<file path="config.mk">
export PLATFORM = sky130hd
export DESIGN_NAME = resonant_tank_emulator
export DESIGN_NICKNAME = d
export VERILOG_FILES = /design/src/rtl/resonant_tank_pkg.sv /design/src/rtl/mosfet_pattern_decoder.sv /design/src/rtl/resonant_tank_emulator.sv
export SDC_FILE = /design/constraint.sdc
export NUM_CORES = 1
export LEC_CHECK = 0
export CORE_ASPECT_RATIO = 1.1
export CORE_MARGIN = 2
export CORE_UTILIZATION = 40
export DETAILED_ROUTE_END_ITERATION = 6
export PLACE_DENSITY = 0.63
export SYNTH_ARGS = -nofsm -noshare
export SYNTH_HDL_FRONTEND = slang
export SYNTH_HIERARCHICAL = 1
export SYNTH_SLANG_ARGS = --single-unit
</file>
<file path="constraint.sdc">
create_clock -name i_clock -period 20.8 [get_ports i_clock]
set_clock_uncertainty 0.1 [all_clocks]
set_input_delay 2.08 -clock i_clock [delete_from_list [all_inputs] [get_ports i_clock]]
set_output_delay 2.08 -clock i_clock [all_outputs]
set_load 0.03 [all_outputs]
</file>
<file path="src/rtl/resonant_tank_pkg.sv">
// Shared types and constants for the resonant tank plant model.
// Optional lossy tank: define TANK_DAMPING_EN.
package resonant_tank_pkg;

  typedef enum logic [1:0] {
    S_IDLE  = 2'd0,
    S_UPD_I = 2'd1,
    S_UPD_V = 2'd2,
    S_PUB   = 2'd3
  } tank_state_e;

  // Bridge state as a 2-bit two's-complement value (+1, 0, -1)
  localparam logic [1:0] SIG_POS  = 2'b01;
  localparam logic [1:0] SIG_ZERO = 2'b00;
  localparam logic [1:0] SIG_NEG  = 2'b11;

  // Gate patterns, bit order M3..M0
  localparam logic [3:0] PAT_POS  = 4'b1001;
  localparam logic [3:0] PAT_NEG  = 4'b0110;
  localparam logic [3:0] PAT_FW_H = 4'b0011;
  localparam logic [3:0] PAT_FW_L = 4'b1100;
  localparam logic [3:0] PAT_OFF  = 4'b0000;

  localparam logic signed [63:0] SAT_MAX = 64'sd2147483647;
  localparam logic signed [63:0] SAT_MIN = -64'sd2147483648;

  function automatic logic signed [31:0] sat32(input logic signed [63:0] x);
    logic signed [31:0] r;
    if (x > SAT_MAX)      r = 32'sh7FFF_FFFF;
    else if (x < SAT_MIN) r = 32'sh8000_0000;
    else                  r = x[31:0];
    return r;
  endfunction

endpackage

</file>
<file path="src/rtl/mosfet_pattern_decoder.sv">
// Maps the registered gate word to a bridge state; flags shoot-through.
// Open / single-device patterns follow diode conduction: sigma = -sign(I).
module mosfet_pattern_decoder
  import resonant_tank_pkg::*;
(
  input  logic [3:0] m_i,
  input  logic       i_neg_i,
  input  logic       i_zero_i,
  output logic [1:0] sigma_o,
  output logic       shoot_o
);

  always_comb begin
    shoot_o = (m_i[0] & m_i[2]) | (m_i[1] & m_i[3]);
    sigma_o = SIG_ZERO;
    if (!shoot_o) begin
      unique case (m_i)
        PAT_POS:            sigma_o = SIG_POS;
        PAT_NEG:            sigma_o = SIG_NEG;
        PAT_FW_H, PAT_FW_L: sigma_o = SIG_ZERO;
        default:            sigma_o = i_zero_i ? SIG_ZERO : (i_neg_i ? SIG_POS : SIG_NEG);
      endcase
    end
  end

endmodule

</file>
<file path="src/rtl/resonant_tank_emulator.sv">
// Discrete-time series LC tank driven by a decoded H-bridge (symplectic Euler).
// Define TANK_DAMPING_EN to subtract R_DAMP*I in the current update.
module resonant_tank_emulator
  import resonant_tank_pkg::*;
#(
  parameter int unsigned DIV    = 32'd50,
  parameter int          K_I    = 32'd86,
  parameter int          K_V    = 32'd90,
  parameter int          R_DAMP = 32'd2,
  parameter int unsigned SH     = 32'd10
) (
  input  logic               i_clock,
  input  logic               i_RESET,
  input  logic               i_enable,
  input  logic [3:0]         i_MOSFET,
  input  logic signed [15:0] i_Vg,
  output logic signed [13:0] o_vC,
  output logic signed [13:0] o_iC,
  output logic [1:0]         o_sigma,
  output logic               o_valid,
  output logic               o_fault
);

  generate
    if (DIV < 4 || R_DAMP < 0) begin : g_bad_cfg
      $error("resonant_tank_emulator: DIV must be >= 4 and R_DAMP >= 0");
    end
  endgenerate

  localparam int CW = $clog2(DIV);
  localparam logic [CW-1:0] CNT_LAST = CW'(DIV - 1);

  tank_state_e state_q, state_d;
  logic [CW-1:0]      cnt_q;
  logic [3:0]         m_q;
  logic [1:0]         sig_q;
  logic               st_q;
  logic signed [31:0] I_q, I_d, V_q, V_d;
  logic signed [13:0] vc_q, ic_q;
  logic [1:0]         sigo_q;
  logic               valid_q, fault_q;

  logic tick, latch_cmd, upd_i, upd_v, pub;
  logic [1:0] dec_sig;
  logic       dec_st;

  assign tick = i_enable && (cnt_q == CNT_LAST);

  mosfet_pattern_decoder u_dec (
    .m_i      (m_q),
    .i_neg_i  (I_q[31]),
    .i_zero_i (I_q == 32'sd0),
    .sigma_o  (dec_sig),
    .shoot_o  (dec_st)
  );

  always_ff @(posedge i_clock or negedge i_RESET) begin
    if (!i_RESET) state_q <= S_IDLE;
    else          state_q <= state_d;
  end

  always_comb begin
    state_d = state_q;
    unique case (state_q)
      S_IDLE:  if (tick) state_d = S_UPD_I;
      S_UPD_I: state_d = S_UPD_V;
      S_UPD_V: state_d = S_PUB;
      S_PUB:   state_d = S_IDLE;
      default: state_d = S_IDLE;
    endcase
  end

  always_comb begin
    latch_cmd = (state_q == S_IDLE) && tick;
    upd_i     = (state_q == S_UPD_I);
    upd_v     = (state_q == S_UPD_V);
    pub       = (state_q == S_PUB);
  end

  logic signed [63:0] vg64, i64, v64, drive, dterm, prod_i, prod_v;

  always_comb begin
    vg64  = 64'(signed'({i_Vg, 16'h0000}));
    i64   = 64'(I_q);
    v64   = 64'(V_q);
    drive = 64'sd0;
    unique case (sig_q)
      SIG_POS: drive = vg64;
      SIG_NEG: drive = -vg64;
      default: drive = 64'sd0;
    endcase
`ifdef TANK_DAMPING_EN
    dterm = 64'(R_DAMP) * i64;
`else
    dterm = 64'sd0;
`endif
    prod_i = (drive - v64 - dterm) * 64'(K_I);
    I_d    = sat32(i64 + (prod_i >>> SH));
    // UPD_V runs the cycle after UPD_I, so I_q already holds the new current
    prod_v = i64 * 64'(K_V);
    V_d    = sat32(v64 + (prod_v >>> SH));
  end

  always_ff @(posedge i_clock or negedge i_RESET) begin
    if (!i_RESET) begin
      cnt_q   <= '0;
      m_q     <= PAT_OFF;
      sig_q   <= SIG_ZERO;
      st_q    <= 1'b0;
      I_q     <= '0;
      V_q     <= '0;
      vc_q    <= '0;
      ic_q    <= '0;
      sigo_q  <= SIG_ZERO;
      valid_q <= 1'b0;
      fault_q <= 1'b0;
    end else begin
      m_q <= i_MOSFET;
      if (i_enable) cnt_q <= tick ? '0 : cnt_q + 1'b1;
      if (latch_cmd) begin
        sig_q <= fault_q ? SIG_ZERO : dec_sig;
        st_q  <= dec_st;
      end
      if (upd_i) I_q <= I_d;
      if (upd_v) V_q <= V_d;
      valid_q <= pub;
      if (pub) begin
        vc_q    <= V_q[31:18];
        ic_q    <= I_q[31:18];
        sigo_q  <= sig_q;
        fault_q <= fault_q | st_q;
      end
    end
  end

  assign o_vC    = vc_q;
  assign o_iC    = ic_q;
  assign o_sigma = sigo_q;
  assign o_valid = valid_q;
  assign o_fault = fault_q;

endmodule

</file>
# [Yosys cells after proc, flatten, opt, wreduce, memory -nomap -nowiden]
# Index checks and enable logic that the tools add are counted.
# Widths: inputs -> output; s select.
[totals] word_cells=56 inputBits=23 register_bits=111
[classes] muxes=13 addsub=5 n_reduce_logical=5 n_lt_le_gt_ge=4 mul=2 n_eq_ne=11 bitwise_logic=4
[op_table] operator="$mux 32" n=4
[op_table] operator="$pmux 64 s2" n=1
[op_table] operator="$mul 64x7->63 const B" n=1
[op_table] operator="$neg 32->64" n=1
[op_table] operator="$sub 64x32->64" n=1
[op_table] operator="$add 32x54->55" n=1
[op_table] operator="$gt 55x32->1 const B" n=1
[op_table] operator="$lt 55x32->1 const B" n=1
[op_table] operator="$mul 32x7->39 const B" n=1
[op_table] operator="$add 32x30->33" n=1
[op_table] operator="$gt 33x32->1 const B" n=1
[op_table] operator="$lt 33x32->1 const B" n=1
[op_table] operator="$logic_not 32->1" n=1
[op_table] operator="$mux 2" n=5
[op_table] operator="$eq 4x4->1 const B" n=2
[op_table] operator="$pmux 2 s4" n=1
[op_table] operator="$add 6x1->6 const B" n=1
[op_table] operator="$eq 2x2->1 const B" n=3
[op_table] operator="$eq 6x6->1 const B" n=1
[op_table] operator="$mux 6" n=1
[op_table] operator="$pmux 2 s3" n=1
[op_table] operator="$eq 2x1->1 const B" n=2
[op_table] operator="$eq 4x2->1 const B" n=1
[op_table] operator="$eq 4x3->1 const B" n=1
[op_table] operator="other kinds (6)" n=9

# [Logic depth before layout (Yosys ltp)]
# Gate-level depths: netlist of the first run.
[depth] depth_word=8 depth_mapped=52 ltp_nobuf=49

# [By module]
# Netlist of the first run, hierarchy kept.
[by_module_without_submodules] mod="resonant_tank_emulator" seq_area_each_um2=2777.7 cells_each=2895 instances=1 area_per_inst_um2=24043.1
[by_module_without_submodules] mod="mosfet_pattern_decoder" seq_area_each_um2=0.0 cells_each=10 instances=1 area_per_inst_um2=72.6

# [Worst setup path after synthesis of the first run]
# Ideal clock, no wire load.
[synth_path] kind="input to register" from="input port i_Vg[0]" to="register I_q[10]" path_stages=49 setup_slack_ns=8.683 arrival_ns=11.879 required_ns=20.562 path_cell_list="inv_1 -> ha_1 -> nand2_1 -> or3_1 -> or2_2 -> o41ai_1 -> xnor2_1 -> and2_1 -> ha_1 -> nand2_1 -> or3_1 -> or3_1 -> nand3_1 -> a21o_1 -> xor2_1 -> ha_1 -> ha_1 -> fa_1 -> (+13 left out) -> a31oi_1 -> o21bai_1 -> a21oi_1 -> xnor2_1 -> ha_1 -> clkbuf_1 -> o21ai_0 -> nor2_1 -> o41a_1 -> or3_1 -> o211ai_1 -> nor3_1 -> or4b_1 -> nor4_1 -> nand4_1 -> nand2_1 -> clkbuf_1 -> o22ai_1"
[synth_between] elab_chain_cells=8 word_cells_on_any_way=9 cone_classes="add/sub: 3; mul: 1; order compare: 2; mux: 3"
[synth_rtl] item="start: declaration" line="resonant_tank_emulator.sv:16" rtl="input logic signed [15:0] i_Vg,"
[synth_rtl] item="$neg 32->64" line="resonant_tank_emulator.sv:89" rtl="SIG_NEG: drive = -vg64;"
[synth_rtl] item="$pmux 64 s2 *" line="resonant_tank_emulator.sv:87" rtl="unique case (sig_q)"
[synth_rtl] item="$sub 64x32->64 *" line="resonant_tank_emulator.sv:97" rtl="prod_i = (drive - v64 - dterm) * 64'(K_I);"
[synth_rtl] item="$mul 64x7->63 *" line="resonant_tank_emulator.sv:97"
[synth_rtl] item="$add 32x54->55 *" line="resonant_tank_emulator.sv:98" rtl="I_d = sat32(i64 + (prod_i >>> SH));"
[synth_rtl] item="$lt 55x32->1" line="resonant_tank_pkg.sv:30" rtl="else if (x < SAT_MIN) r = 32'sh8000_0000;"
[synth_rtl] item="$mux 32" line="resonant_tank_pkg.sv:30"
[synth_rtl] item="$mux 32 *" line="resonant_tank_pkg.sv:29" rtl="if (x > SAT_MAX) r = 32'sh7FFF_FFFF;"
[synth_rtl] item="end signal: assignment" line="resonant_tank_emulator.sv:124" rtl="if (upd_i) I_q <= I_d;"
[synth_rtl] item="end: declaration" line="resonant_tank_emulator.sv:38" rtl="logic signed [31:0] I_q, I_d, V_q, V_d;"
# Every way passes the cells marked *; elsewhere a longest branch is shown, timed or not.
# A chain may end at the register's enable or synchronous reset.

# [Worst setup path after layout of the first run]
[layout_path] from="input port i_Vg[1]" to="register I_q[28]"
# Same word-level chain as after synthesis.

==> impl_metrics.py, run 1 <==
metrics = {
    "status": {
        "outcome": "finished, final reports clean",
    },
    "synth": {
        "async_reset_ff_share_pct": 100,
        "synthAdderAreaFrac_pct": 36.9,
        "avgSynthCellArea_um2": 8.30,
        "seq_area_frac_synth_pct": 11.5,
        "ys_ff_latch": 111,
        "synthCells": 2905,
        "syn_area_mm2": 0.0241,
        "synth_warnings": 6,
        "synth.distinct_cells": 78,
        "synthFlopType": "dfrtp_1",
        "synth_top_family_by_area": "adder cells",
        "synth-compound-area-share_pct": 19.7,
        "synth_edf_count": 0,
        "syn_nets": 3534,
        "synth-simple-area-share_pct": 13.3,
        "synth_xor_xnor_area_share_pct": 8.63,
        "synthMuxAreaShare_pct": 1.62,
    },
    "routing": {
        "wirelength_mm": 61.9,
        "postRouteAntennaNets": 0,
        "drt-pass1-iter-count": 6,
        "post_drt_wl_per_cell_um": 16.9,
        "dr.first_iter.drc_count": 1004,
        "viasPerCell": 5.48,
        "vias": 20100,
        "drc": 0,
    },
    "placement": {
        "dp_hpwl_mm": 51.4,
        "dp.cells": 3659,
        "gp_congestion": 0.912,
        "port_buffers": 54,
        "dp_slack_ns": 6.50,
    },
    "sta": {
        "fin_setup_tns_ns": 0,
        "drv_slew": 0,
        "tightest_slew_ns": 1.17,
        "rsz0062_at_grt": "no",
        "final.min_clock_period_ns": 13.97,
        "post-route-period-util_pct": 67.2,
        "setup_slack_ns": 6.83,
        "hold_viol_final": 0,
        "setup_viol": 0,
        "slew_headroom_pct": 21.7,
        "fmax_mhz": 71.6,
    },
    "critical_path": {
        "path_common_cell": "ha_1",
        "reg2reg_from": "sig_q[1]",
        "endpoint_kind": "flip-flop",
        "cp_max_fo": 31,
        "r2r_slack_ns": 8.61,
        "cp.required_ns": 20.93,
        "slowest_stage": "nand2_1",
        "critPathArrivalTime_ns": 14.10,
        "cpLargestDelayFamily": "simple AND/OR/NAND/NOR gates",
        "reg2reg_depth": 39,
        "crit_buf_inv": 2,
        "slowest_delay_ns": 0.88,
        "worst-setup-path-type": "in -> reg",
        "startpoint_type": "primary input",
        "r2r-end": "I_q[28]",
    },
    "clocking": {
        "cts_max_path_buffers": 2,
        "holdBufCountCts": 0,
        "ctsResizeCount": 0,
        "cts_tree": "done",
        "htreeDepth": 3,
        "insertion_delay_ns": 0.41,
        "numCtsBuffers": 9,
        "clkSinkCount": 111,
        "cts_root_buf": "clkbuf_16",
        "clk_pin_slew_ns": 0.08,
        "post_cts_buffers": 0,
    },
    "job": {
        "maxCapViolCount": 0,
    },
    "grt": {
        "grt_pass1_vias": 19800,
        "grt_pass1_wl_mm": 102,
        "antenna_found_initial": 0,
        "grt.total_usage_pct": 20.2,
        "grt_max_degree": 61,
        "overflow": 0,
    },
    "worst_hold_path": {
        "hold_class": "reg -> reg",
        "hp-start": "st_q",
        "min_to": "o_fault",
        "whs_path_depth": 1,
    },
    "die": {
        "die_y_um": 262,
        "coreArea_mm2": 0.0597,
        "die-width_um": 238,
        "dieArea_mm2": 0.0623,
        "initial_utilization_pct": 40.4,
        "io_pins": 55,
        "num_rows": 94,
    },
    "final_layout": {
        "final_cell_mix": "inv_1, ha_1, a21oi_1",
        "final_layout_size_suffix_gt1_share_pct": 2.96,
        "layout.cells.non_filler": 3675,
        "area_growth_syn_to_layout_pct": 6.56,
        "diodes": 0,
        "layout_commonest_cell": "inv_1",
        "num-nets-final": 3531,
    },
}
state kept, by name (all words and copies together) (netlist names):
register and flops:
I_q 32, V_q 32, o_iC 14, o_vC 14
cnt_q 6, m_q 4, o_sigma 2, sig_q 2
state_q 2, o_fault 1, o_valid 1, st_q 1
final cells by class:
class,instances,area [um2]
Clock inverter,7,70.1
Timing Repair Buffer,62,598
Sequential cell,111,2780
Fill cell,6078,34000
Clock buffer,9,225
Tap cell,768,961
Multi-Input combinational cell,2262,19400
Inverter,456,1710
worst reg2reg max path: cells and delay by family (launching register included):
kind                       cells  cell delay, ns
and+or+nand+nor               14            3.89
AOI/OAI and AO/OA             14            3.66
adders and majority gates      7            2.71
DFF                            1            0.81
xor gates and xnor gates       3            0.75
buffers and inverters          1            0.09
cells by family (layout without fill, tap and decap cells):
kind of cell               after synthesis  in the layout
muxes                                   35             35
buffers and inverters                  532            534
xor gates and xnor gates               236            236
DFF                                    111            111
adders and majority gates              607            607
and+or+nand+nor                        633            633
AOI/OAI and AO/OA                      751            751
cells in the mapped netlist (6+ instances only):
library cell	instances	share of area, %
clkbuf_1	67	1.0
nor2b_1	27	0.70
or2_2	10	0.26
dfrtp_1	111	12
o31ai_1	16	0.50
fa_1	174	14
nor4_1	17	0.44
and2_1	32	0.83
mux2_2	32	1.5
a21oi_1	223	4.6
and3_1	30	0.78
o21ai_0	157	3.3
nor2_1	156	2.4
inv_1	456	7.1
a211oi_1	18	0.56
a21boi_0	20	0.62
a221oi_1	6	0.22
and4_1	11	0.40
nand3_1	45	0.93
o22ai_1	63	1.6
o211ai_1	10	0.31
or3_1	24	0.62
a2111oi_0	7	0.25
nand2_1	129	2.0
o21a_1	20	0.62
xnor2_1	162	5.9
ha_1	432	22
a21o_1	92	2.9
nor3_1	45	0.93
nand4_1	52	1.3
or4_1	6	0.19
o21bai_1	34	1.1
xor2_1	73	2.7
a31oi_1	16	0.42
nand2b_1	34	0.88
a211o_1	8	0.29
per-stage QoR:
stage               hold WS [ns]  cell area, um2  utilization (%)
finish                     0.385           25700             43.0
global route               0.410           25700             43.0
CTS                        0.384           25700             43.0
floorplan                  0.344           24100                -
detailed placement         0.365           25400             42.5
global placement           0.362           25400             42.5
worst max-delay path by stage:
stage / startpoint / endpoint / cells after the start
after floorplan: i_Vg[0] / I_q[10] / 49
after global placement: i_Vg[3] / I_q[1] / 44
after detailed placement: i_Vg[0] / I_q[28] / 44
after CTS: i_Vg[4] / I_q[28] / 43
after global routing: i_Vg[3] / I_q[8] / 44
final: i_Vg[1] / I_q[28] / 45
per-layer routing:
| metal | GRT usage, % | routed length [um] |
|---|---|---|
| met1 | 25.7 | 28200 |
| met2 | 37.3 | 31200 |
| met3 | 1.43 | 1440 |
| met4 | 4.69 | 1060 |
| met5 | 0 | 0 |
Power of run 1 is not shown: default switching activity piles up to over one toggle a cycle in this logic, so the estimate is an artifact.
==> run 2: changes to the inputs <==
Settings changed: PLACE_DENSITY 0.63 to 0.66.
Clock period 20.8 ns to 12.5 ns, I/O delays scaled along.
==> run 2 against run 1 <==
Net effect: register-to-register slack worse by 7.1 ns; non-clock buffer count up 88; sequential cell count unchanged; largest cell class unchanged.
==> impl_metrics.py, run 2 (synthesis gave the netlist of run 1 again) <==
metrics = {
    "critical_path": {
        "critPathArrivalTime_ns": 12.04,
        "crit_buf_inv": 2,
        "reg2reg_from": "sig_q[1]",
        "endpoint_kind": "flip-flop",
        "r2r_slack_ns": 1.53,
        "crit_start": "i_Vg[0]",
        "worst-setup-path-type": "in -> reg",
        "slowest_stage": "fa_1",
        "cp_max_fo": 8,
        "reg2reg_depth": 45,
        "path_common_cell": "ha_1",
        "startpoint_type": "primary input",
        "r2r-end": "I_q[22]",
        "slowest_delay_ns": 0.57,
        "crit_path_end": "I_q[2]",
        "crit_cells": 43,
        "cpLargestDelayFamily": "simple AND/OR/NAND/NOR gates",
        "cp.required_ns": 12.69,
    },
    "die": {
        "die-width_um": 238,
        "io_pins": 55,
        "die_y_um": 262,
        "num_rows": 94,
        "initial_utilization_pct": 40.4,
        "dieArea_mm2": 0.0623,
        "coreArea_mm2": 0.0597,
    },
    "final_layout": {
        "layout_commonest_cell": "inv_1",
        "ff_latch_area_mm2": 0.00278,
        "final_cell_mix": "inv_1, ha_1, a21oi_1",
        "top_regs": "I_q x32, V_q x32",
        "diodes": 0,
        "num-nets-final": 3620,
        "design_area_mm2": 0.0265,
        "final_layout_size_suffix_gt1_share_pct": 6.28,
        "area_growth_syn_to_layout_pct": 9.90,
        "multi_input_area_mm2": 0.0195,
        "fill_cells": 5934,
    },
    "clocking": {
        "cts_root_buf": "clkbuf_16",
        "htreeDepth": 3,
        "cts_tree": "done",
        "clkSinkCount": 111,
        "clk_pin_slew_ns": 0.08,
        "cts_max_path_buffers": 2,
        "numCtsBuffers": 9,
        "holdBufCountCts": 0,
        "insertion_delay_ns": 0.40,
    },
    "sta": {
        "post-route-period-util_pct": 94.8,
        "fmax_mhz": 84.4,
        "slew_headroom_pct": 26.3,
        "setup_viol": 0,
        "drv_slew": 0,
        "hold_viol_final": 0,
        "final.min_clock_period_ns": 11.85,
        "fin_setup_tns_ns": 0,
        "tightest_slew_ns": 1.08,
    },
    "placement": {
        "gp_congestion": 0.913,
        "port_buffers": 54,
        "dp_hpwl_mm": 51.3,
        "dpl_cell_area_mm2": 0.0260,
    },
    "routing": {
        "vias": 20600,
        "postRouteAntennaNets": 0,
        "post_drt_wl_per_cell_um": 16.4,
        "drc": 0,
        "viasPerCell": 5.47,
        "drt-pass1-iter-count": 5,
        "dr.first_iter.drc_count": 1050,
        "wirelength_mm": 61.9,
    },
    "grt": {
        "grt_pass1_vias": 20600,
        "antenna_found_initial": 0,
        "grt.total_usage_pct": 20.4,
        "grt_pass1_wl_mm": 103,
        "overflow": 0,
        "grt_max_degree": 70,
    },
    "job": {
        "maxCapViolCount": 0,
    },
    "worst_hold_path": {
        "whs_path_depth": 1,
        "hold_class": "reg -> reg",
    },
    "status": {
        "outcome": "finished, final reports clean",
    },
}
-- run 2: cell count changes in the layout (fill, tap and decap cells not counted), sizes merged --
cell | before | now
a21oi | 223 | 224
clkinvlp | 1 | 0
clkbuf | 9 | 10
clkinv | 1 | 2
buf | 9 | 97
bufinv | 0 | 1
inv | 461 | 459
-- run 2: routing by layer --
metal / global-route usage (%) / share of wire (%)
met1: 25.7 / 45
met2: 36.4 / 49
met3: 1.38 / 3.0
met4: 7.88 / 3.6
met5: 0 / 0
-- run 2: cell type report --
| class | count | share of cell area [%] |
|---|---|---|
| clock buffer | 10 | 0.902 |
| clock inverter | 6 | 0.326 |
| inverter | 456 | 6.46 |
| multi-input combinational | 2263 | 73.4 |
| sequential | 111 | 10.5 |
| tap | 768 | 3.63 |
| timing repair buffer | 150 | 4.80 |
-- run 2: worst reg2reg max path: cells and delay by family (launching register included) --
kind            cells  cell delay (ns)
xor+xnor            2             0.29
compound gates     20             3.93
flops               1             0.82
simple gates       12             2.43
fa+ha+maj           7             2.55
buf+inv             3             0.52
mux                 1             0.22
-- run 2: worst min path at each step --
stage / from / end / slack [ns]
after detailed placement: st_q / o_fault / 0.36
after global placement: st_q / o_fault / 0.35
final: st_q / o_fault / 0.38
after global routing: st_q / o_fault / 0.41
after floorplan: st_q / o_fault / 0.34
after CTS: st_q / o_fault / 0.38
-- run 2: repair_timing --
action | 4_1_cts | 5_1_grt
gates resized for setup | 0 | 18
setup buffers | 0 | 5
setup endpoints to repair | 0 | 31
-- run 2: through the flow --
step	utilization, %	worst slack, ns	hold slack, ns	instances
4_1_cts	44.1	0.171	0.379	3758
3_3_place_gp	43.6	-0.0877	0.355	3742
6_report	44.4	0.652	0.377	3764
2_1_floorplan	-	1.21	0.344	2905
5_1_grt	44.4	-0.00940	0.410	3764
3_5_place_dp	43.6	-0.227	0.360	3742
Power of run 2 is left out for the same reason.
==> run 3: changes to the inputs <==
Settings changed: CAP_MARGIN set to 10.
==> results of run 3 <==
Final layout, timing and power as in run 2 (identical DEF).
Power of run 3 is left out for the same reason.
